## src/rtl/audio_frame_scheduler.sv

```systemverilog
// I2S output sequencer: divides clk into MCLK/SCK/LRCK and holds a one-deep stereo pending slot.
// Active pair changes the cycle after frame_tick; in_ready drops while the slot is full, except on the tick.
module audio_frame_scheduler #(
  parameter int MCLK_BIT = 1,
  parameter int SCK_BIT  = 3,
  parameter int LRCK_BIT = 8,
  parameter bit MUTE_UR  = 1'b1
) (
  input  logic        clk,
  input  logic        rst_n,
  input  logic        en,
  input  logic        in_valid,
  output logic        in_ready,
  input  logic [15:0] in_left,
  input  logic [15:0] in_right,
  output logic [15:0] audio_left,
  output logic [15:0] audio_right,
  output logic        audio_mclk,
  output logic        audio_lrck,
  output logic        audio_sck,
  output logic        frame_tick,
  output logic        running,
  output logic [15:0] underrun_cnt,
  input  logic        underrun_clr
);

  localparam int CW = LRCK_BIT + 1;

  typedef enum logic [1:0] {IDLE, PRIME, RUN, STOP} state_e;

  state_e        state_q, state_d;
  logic [CW-1:0] cnt_q, cnt_d;
  logic [15:0]   pend_l_q, pend_l_d, pend_r_q, pend_r_d;
  logic [15:0]   act_l_q, act_l_d, act_r_q, act_r_d;
  logic [15:0]   ur_q, ur_d;
  logic          pend_v_q, pend_v_d;
  logic          accept;

  assign frame_tick = (state_q != IDLE) && (&cnt_q);
  // The tick frees the slot, so a new pair can land in the same cycle the old one goes active.
  assign in_ready   = ((state_q == PRIME) || (state_q == RUN)) && (!pend_v_q || frame_tick);
  assign accept     = in_valid && in_ready;

  always_comb begin
    state_d  = state_q;
    cnt_d    = cnt_q + CW'(1);
    pend_l_d = pend_l_q;
    pend_r_d = pend_r_q;
    pend_v_d = pend_v_q;
    act_l_d  = act_l_q;
    act_r_d  = act_r_q;
    ur_d     = ur_q;

    if (accept) begin
      pend_l_d = in_left;
      pend_r_d = in_right;
      pend_v_d = 1'b1;
    end

    unique case (state_q)
      IDLE: begin
        cnt_d    = '0;
        pend_v_d = 1'b0;
        act_l_d  = '0;
        act_r_d  = '0;
        if (en) state_d = PRIME;
      end
      PRIME: begin
        if (!en) begin
          state_d  = IDLE;
          cnt_d    = '0;
          pend_v_d = 1'b0;
          act_l_d  = '0;
          act_r_d  = '0;
        end else if (frame_tick && pend_v_q) begin
          act_l_d = pend_l_q;
          act_r_d = pend_r_q;
          if (!accept) pend_v_d = 1'b0;
          state_d = RUN;
        end
      end
      RUN: begin
        if (frame_tick) begin
          if (pend_v_q) begin
            act_l_d = pend_l_q;
            act_r_d = pend_r_q;
            if (!accept) pend_v_d = 1'b0;
          end else begin
            if (MUTE_UR) begin
              act_l_d = '0;
              act_r_d = '0;
            end
            if (ur_q != 16'hFFFF) ur_d = ur_q + 16'd1;
          end
        end
        if (!en) state_d = STOP;
      end
      STOP: begin
        // Counter wraps to zero on its own at the tick, so IDLE starts clean.
        if (frame_tick) begin
          state_d  = IDLE;
          pend_v_d = 1'b0;
          act_l_d  = '0;
          act_r_d  = '0;
        end
      end
      default: state_d = IDLE;
    endcase

    if (underrun_clr) ur_d = '0;
  end

  always_ff @(posedge clk or negedge rst_n) begin
    if (!rst_n) begin
      state_q  <= IDLE;
      cnt_q    <= '0;
      pend_l_q <= '0;
      pend_r_q <= '0;
      pend_v_q <= 1'b0;
      act_l_q  <= '0;
      act_r_q  <= '0;
      ur_q     <= '0;
    end else begin
      state_q  <= state_d;
      cnt_q    <= cnt_d;
      pend_l_q <= pend_l_d;
      pend_r_q <= pend_r_d;
      pend_v_q <= pend_v_d;
      act_l_q  <= act_l_d;
      act_r_q  <= act_r_d;
      ur_q     <= ur_d;
    end
  end

  assign audio_left   = act_l_q;
  assign audio_right  = act_r_q;
  assign audio_mclk   = cnt_q[MCLK_BIT];
  assign audio_sck    = cnt_q[SCK_BIT];
  assign audio_lrck   = cnt_q[LRCK_BIT];
  assign running      = (state_q != IDLE);
  assign underrun_cnt = ur_q;

endmodule

```

## config.mk

```make
export PLATFORM = sky130hd
export DESIGN_NAME = audio_frame_scheduler
export DESIGN_NICKNAME = d
export VERILOG_FILES = /design/src/rtl/audio_frame_scheduler.sv
export SDC_FILE = /design/constraint.sdc
export NUM_CORES = 1
export LEC_CHECK = 0
export ABC_AREA = 1
export CORE_MARGIN = 8
export CORE_UTILIZATION = 51
export DETAILED_ROUTE_END_ITERATION = 8
export PLACE_DENSITY = 0.92
export SLEW_MARGIN = 0
export SYNTH_ARGS = -nofsm -noshare
export SYNTH_HDL_FRONTEND = slang
export SYNTH_SLANG_ARGS = --single-unit
```

## constraint.sdc

```tcl
create_clock -name clk -period 2.7 [get_ports clk]
set_input_delay 0.27 -clock clk [delete_from_list [all_inputs] [get_ports clk]]
set_output_delay 0.27 -clock clk [all_outputs]
set_load 0.02 [all_outputs]
```

==> metrics.md, run 1 <==
| Metric | Value |
|---|---|
| Top FF cell, synth | dfrtp_1 |
| Synth Instances | 510 |
| Crit path buf inv count | 2 |
| DRC | 0 |
| Reg clk slew, reported paths | 90 ps |
| Clock latency at the later pin of the worst-skew pair | 350 ps |
| CTS tree | done |
| HP Class | in2async |
| Core area | 8180 sq um |
| Iteration-0 DRC Markers | 209 |
| Horiz. Die Dim | 107 um |
| Power Total | 4.14 mW |
| GRT Total Usage | 0.185 |
| Max-cap check violation count | 0 |
| DR WL/cell | 14.9 um |
| Fraction of registers with async set or reset after synthesis | 1.00 |
| Crit. End Element | output port |
| Critical Path RT | 2430 ps |
| Mapped Nets | 555 |
| Crit path cell chain | ha_1 -> nand3_1 -> nor2_1 -> nand2_1 -> nor2_1 -> inv_1 -> nor2_1 -> ha_1 -> nand2_2 -> a21boi_4 -> clkbuf_2 |
| Maximum VDD drop | 0.444 mV |
| Yosys warns | 0 |
| Total wire length | 10500 um |
| Slowest stage delay, CP | 390 ps |
| Remaining antenna violation count after routing | 0 |
| Crit path DAT | 2180 ps |
| Fin crit share | 0.909 |
| Gr ovfl total | 0 |
| Share of cells above drive strength 1 | 0.0844 |
| Syn Std Cell Area | 4260 sq um |
| Routability-driven placement congestion ratio | 0.913 |
| Crit-path slowest cell | dfrtp_1 |
| Final setup violation count | 0 |
| RSZ-0062 raised after global routing | yes |
| IO buf count | 90 |
| Crit-path max FO | 5 |
| Vias in the first global route | 3849 |
| Hold WS | 436 ps |
| Vias/cell | 5.31 |
| Initial antenna violation count | 0 |
| Nature of the critical path startpoint | flip-flop |
| Drt pass-1 iters | 4 |
| Actual slew at the worst max-slew pin | 576 ps |
| CTS HTree Levels | 3 |
| #FFs+latches synth | 92 |
| Final WS setup | 246 ps |
| Static Leak | 2.52 nW |
| Max-slew violations | 0 |
| Vias | 3772 |
| Post-synth EDFFs | 0 |
| Layout Skew | 11.3 ps |
| R2R Setup Slk | 260 ps |
| Cell variety after synth | 29 |
| Starting Density | 0.521 |
| Avg Inst Size Synth | 8.36 sq um |
| Fill count | 663 |
| Outcome | complete, no violations |
| Final core utilization | 0.672 |
| Dpl hpwl | 7660 um |
| Cell family with most CP delay | simple AND/OR/NAND/NOR gates |
| Largest net degree at the start of global routing | 51 |
| Num CTS Buffers | 9 |
| Area delta synth->final | 28.9% |
| Final nets | 645 |
| Sequential area share after synthesis | 0.540 |
| Max_slew headroom | 0.612 |
| CTS root buffer | clkbuf_8 |
| Pre-CTS setup slack | 174 ps |
| Max Root-Sink Buffers | 2 |
| Final hold vios | 0 |
| Rows | 33 |
| CP most frequent cell | nor2_1 |
| Die ar. | 11500 sq um |
| Chip Height | 107 um |
| First-pass GRT wire length | 17500 um |
| IO Pins | 91 |
| F_max | 408 MHz |
| Power Density | 754 nW/um^2 |
| Post-CTS Setup Repair Bufs | 0 |
| Min cycle time layout | 2450 ps |
| Clk sink count | 92 |
| Crit Path Category | reg2out |
area by class of cell:
| class | count | area [sq um] | share of cell area |
|---|---|---|---|
| antenna | 1 | 2.50 | 0.000455 |
| clock buffer | 10 | 138 | 0.0251 |
| clock inverter | 5 | 61.3 | 0.0112 |
| inverter | 23 | 86.3 | 0.0157 |
| multi-input combinational | 373 | 1770 | 0.323 |
| sequential | 92 | 2300 | 0.419 |
| tap | 105 | 131 | 0.0239 |
| timing repair buffer | 101 | 998 | 0.182 |
metrics by stage:
| stage | instance area [sq um] | std cells | TNS [ps] |
|---|---|---|---|
| after global routing | 5490 | 709 | -14.0 |
| after detailed placement | 5280 | 693 | 0 |
| after CTS | 5490 | 709 | 0 |
| after floorplan | 4260 | 510 | 0 |
| final | 5490 | 710 | 0 |
| after global placement | 5280 | 693 | 0 |
cells by family (layout without fill, tap and decap cells):
kind of cell               after synthesis  after routing  share of synthesized area
AOI/OAI and AO/OA                       54             54                     0.0681
xor gates and xnor gates                 6              6                     0.0123
adders and majority gates                8              8                     0.0235
buffers and inverters                   45            139                     0.0464
DFF                                     92             92                      0.540
other                                    0              1                          0
and+or+nand+nor                        305            305                      0.309
final timing paths:
kind	start	end	depth (start not counted)
worst max-delay path	cnt_q[1]	in_ready	11
max in group asynchronous	rst_n	audio_right[13]	3
min in group clk	in_right[4]	pend_r_q[4]	3
worst min register to register	cnt_q[0]	cnt_q[0]	1
worst max register to register	cnt_q[1]	underrun_cnt[15]	15
worst min-delay path	rst_n	underrun_cnt[7]	2
synthesized netlist by cell type (6+ instances only):
cell | count | area share
o21ai_1 | 6 | 0.0070
o21ai_0 | 38 | 0.045
inv_1 | 21 | 0.018
nand2_1 | 200 | 0.18
nand2_2 | 8 | 0.012
nand4_1 | 13 | 0.019
ha_1 | 8 | 0.023
buf_2 | 7 | 0.0082
dfrtp_1 | 92 | 0.54
nor2_1 | 31 | 0.027
clkbuf_1 | 13 | 0.011
nand3_1 | 42 | 0.049
sequential cells by signal, indices dropped and copies added (netlist names), named ones only:
name,flops
cnt_q,9
audio_left,16
pend_r_q,16
pend_v_q,1
state_q,1
audio_right,16
pend_l_q,16
underrun_cnt,16
repair_timing:
item                                   in CTS  in global routing
endpoints found under the hold margin      42                  0
hold buffers                                1                  0
setup endpoints to repair                   2                 22
resized for setup                           2                  7
layout by cell type, fill, tap and decap left out, drive strengths merged:
cell,netlist,final
clkdlybuf4s50,0,87
o21bai,4,4
clkbuf,13,12
buf,9,11
nand2,209,209
nor2,36,36
nand3,44,44
clkinvlp,0,3
nand4,13,13
or2,1,1
o21ai,44,44
xnor2,1,1
a21boi,1,1
dfrtp,92,92
diode,0,1
a21oi,5,5
nand3b,1,1
dlygate4sd3,0,1
ha,8,8
nor3,1,1
bufinv,0,1
inv,23,24
xor2,5,5
power by group:
| part | switching (mW) | internal [mW] | leakage, nW |
|---|---|---|---|
| Sequential | 0.177 | 1.68 | 1.23 |
| Clock | 0.488 | 0.452 | 0.0910 |
| Combinational | 0.855 | 0.493 | 1.20 |
| Total | 1.52 | 2.62 | 2.52 |
routing by layer:
metal,wire length [um],track usage,up-vias
met1,4390,0.219,1802
li1,-,-,1819
met5,0,0,-
met2,5210,0.317,134
met4,197,0.0694,0
met3,748,0.0485,17
Power figures use the tool's default switching activity.
==> run 2, diff against run 1 <==
- CAP_MARGIN: unset -> 5
==> results of run 2 <==
Same layout as run 1: the final DEF is identical, and so are final timing and power.
==> run 3, diff against run 2 <==
- REMOVE_ABC_BUFFERS: unset -> 1
- SLEW_MARGIN: 0 -> 20
==> run 3 against run 2 <==
  * Highest routed layer unchanged
  * Total power rose by 2.4%
  * Global-route usage rose by 0.79 points
  * Via count rose by 0.82%
==> metrics.md, run 3 (synthesized netlist as in run 1, its figures left out) <==
| Metric | Value |
|---|---|
| Outcome | complete, no violations |
| Area delta synth->final | 29.1% |
| Fin crit share | 0.934 |
| Crit Path Category | reg2out |
| IO buf count | 90 |
| CTS tree | done |
| Die ar. | 11500 sq um |
| GRT Total Usage | 0.193 |
| DR WL met2 | 5200 um |
| Clk sink count | 92 |
| Flop pwr share | 0.440 |
| DR WL/cell | 15.4 um |
| Critical Path RT | 2430 ps |
| Final core utilization | 0.673 |
| Sw Share | 0.366 |
| Layout Skew | 9.54 ps |
| Routability-driven placement congestion ratio | 0.875 |
| Gr ovfl total | 0 |
| Iteration-0 DRC Markers | 274 |
| Crit path buf inv count | 3 |
| Top sig layer | met4 |
| Final WS setup | 179 ps |
| Clock latency at the later pin of the worst-skew pair | 360 ps |
| Min cycle time layout | 2520 ps |
| Final setup violation count | 0 |
| Total wire length | 10900 um |
| Chip Height | 107 um |
| FF-to-FF path depth | 16 |
| Clock share of power | 0.238 |
| Crit path DAT | 2250 ps |
| Remaining antenna violation count after routing | 0 |
| Slowest stage delay, CP | 390 ps |
| Final nets | 642 |
| Maximum VDD drop | 0.848 mV |
| CTS root buffer | clkbuf_8 |
| Max-slew violations | 0 |
| Internal Power | 2.69 mW |
| Crit-path max FO | 5 |
| Num CTS Buffers | 9 |
| First-pass GRT wire length | 18200 um |
| FF+latch area | 2300 sq um |
| Wl on met1 | 4630 um |
| DRC | 0 |
| Reg clk slew, reported paths | 90 ps |
| CP Depth | 11 |
| Horiz. Die Dim | 107 um |
| Most frequent cells in the layout | nand2_1, dfrtp_1, clkdlybuf4s50_1, nand3_1, o21ai_0 |
| CP Launch Point | cnt_q[1] |
| Vias/cell | 5.39 |
| Final instance area | 5500 sq um |
| Actual slew at the worst max-slew pin | 596 ps |
| Dpl hpwl | 7560 um |
| Core area | 8180 sq um |
| CP most frequent cell | nor2_1 |
| Max-cap check violation count | 0 |
| Reg2reg end | pend_v_q |
| F_max | 397 MHz |
| Worst r2r src | cnt_q[1] |
| Multi-input combinational cell area | 1770 sq um |
| Post-CTS Setup Repair Bufs | 0 |
| RSZ-0062 raised after global routing | no |
| Logic gate share of total power | 0.321 |
| Fill count | 604 |
| Placed Area | 5270 sq um |
| # diodes | 0 |
| Drt pass-1 iters | 5 |
| Crit. End Element | output port |
| Commonest non-fill, non-tap cell in the layout | nand2_1 |
| Static Leak | 2.52 nW |
| Final hold vios | 0 |
| CTS HTree Levels | 3 |
| Vias | 3803 |
| Routed length on met3 | 855 um |
| Vias in the first global route | 3879 |
| Max_slew headroom | 0.598 |
| Power Total | 4.24 mW |
| Largest net degree at the start of global routing | 93 |
| Starting Density | 0.521 |
| HP Class | in2async |
| Rows | 33 |
| R2R Setup Slk | 190 ps |
| Pre-CTS setup slack | 115 ps |
| Crit path capture | frame_tick |
| Nature of the critical path startpoint | flip-flop |
| Power Density | 771 nW/um^2 |
| Crit-path slowest cell | dfrtp_1 |
| Share of cells above drive strength 1 | 0.0749 |
| IO Pins | 91 |
| Max Root-Sink Buffers | 2 |
| Crit path cell chain | ha_1 -> nand3_1 -> nor2_1 -> nand2_1 -> nor2_1 -> inv_1 -> nor2_1 -> ha_1 -> nand2_2 -> inv_1 -> dlygate4sd2_1 |
| Cell family with most CP delay | simple AND/OR/NAND/NOR gates |
| Net Sw Power | 1.55 mW |
| Initial antenna violation count | 0 |
run 3: power by group through the flow:
stage,registers (mW),logic (mW),clock network (mW)
after floorplan,1.88,0.737,0
after global placement,1.86,1.27,0
after detailed placement,1.88,1.34,0
after CTS,1.86,1.34,1.02
after global routing,1.90,1.52,1.08
final,1.87,1.36,1.01
run 3: worst min-delay path by stage:
stage	endpoint	depth (start not counted)	slack, ps	startpoint
floorplan	async pin	0	-30	rst_n
global placement	underrun_cnt[3]	2	350	rst_n
detailed placement	underrun_cnt[7]	2	350	rst_n
CTS	pend_r_q[4]	3	450	in_right[4]
global route	pend_r_q[6]	3	460	in_right[6]
finish	underrun_cnt[0]	3	450	rst_n
run 3: stage by stage:
step           hold slack (ps)  instances  TNS (ps)
4_1_cts                    449        706         0
2_1_floorplan            -25.6        488    -24160
3_3_place_gp               346        690         0
6_report                   455        706         0
3_5_place_dp               346        690         0
5_1_grt                    464        706         0
run 3: area by class of cell:
cell class / instances / share of cell area
flip-flops and latches: 92 / 0.419
clock inverters: 5 / 0.0155
inverters: 23 / 0.0157
clock buffers: 10 / 0.0232
multi-input cells: 373 / 0.322
well taps: 105 / 0.0239
repair buffers: 98 / 0.181
run 3: layer usage:
metal,global-route usage,up-vias
met4,0.0793,0
met3,0.0491,20
met2,0.309,154
li1,-,1811
met1,0.245,1818
met5,0,-
run 3: repair_timing:
action                                  CTS  global route
hold buffers                              1             0
endpoints found under the setup margin    2             2
hold endpoints to repair                 92             0
gates resized for setup                   2             4
cloned                                    0             0
run 3: worst reg2reg max path: cells and delay by family (launching register included):
family	cells	cell delay (ps)
simple gates	9	820
compound gates	2	370
buf+inv	3	490
flops	1	390
fa+ha+maj	2	360
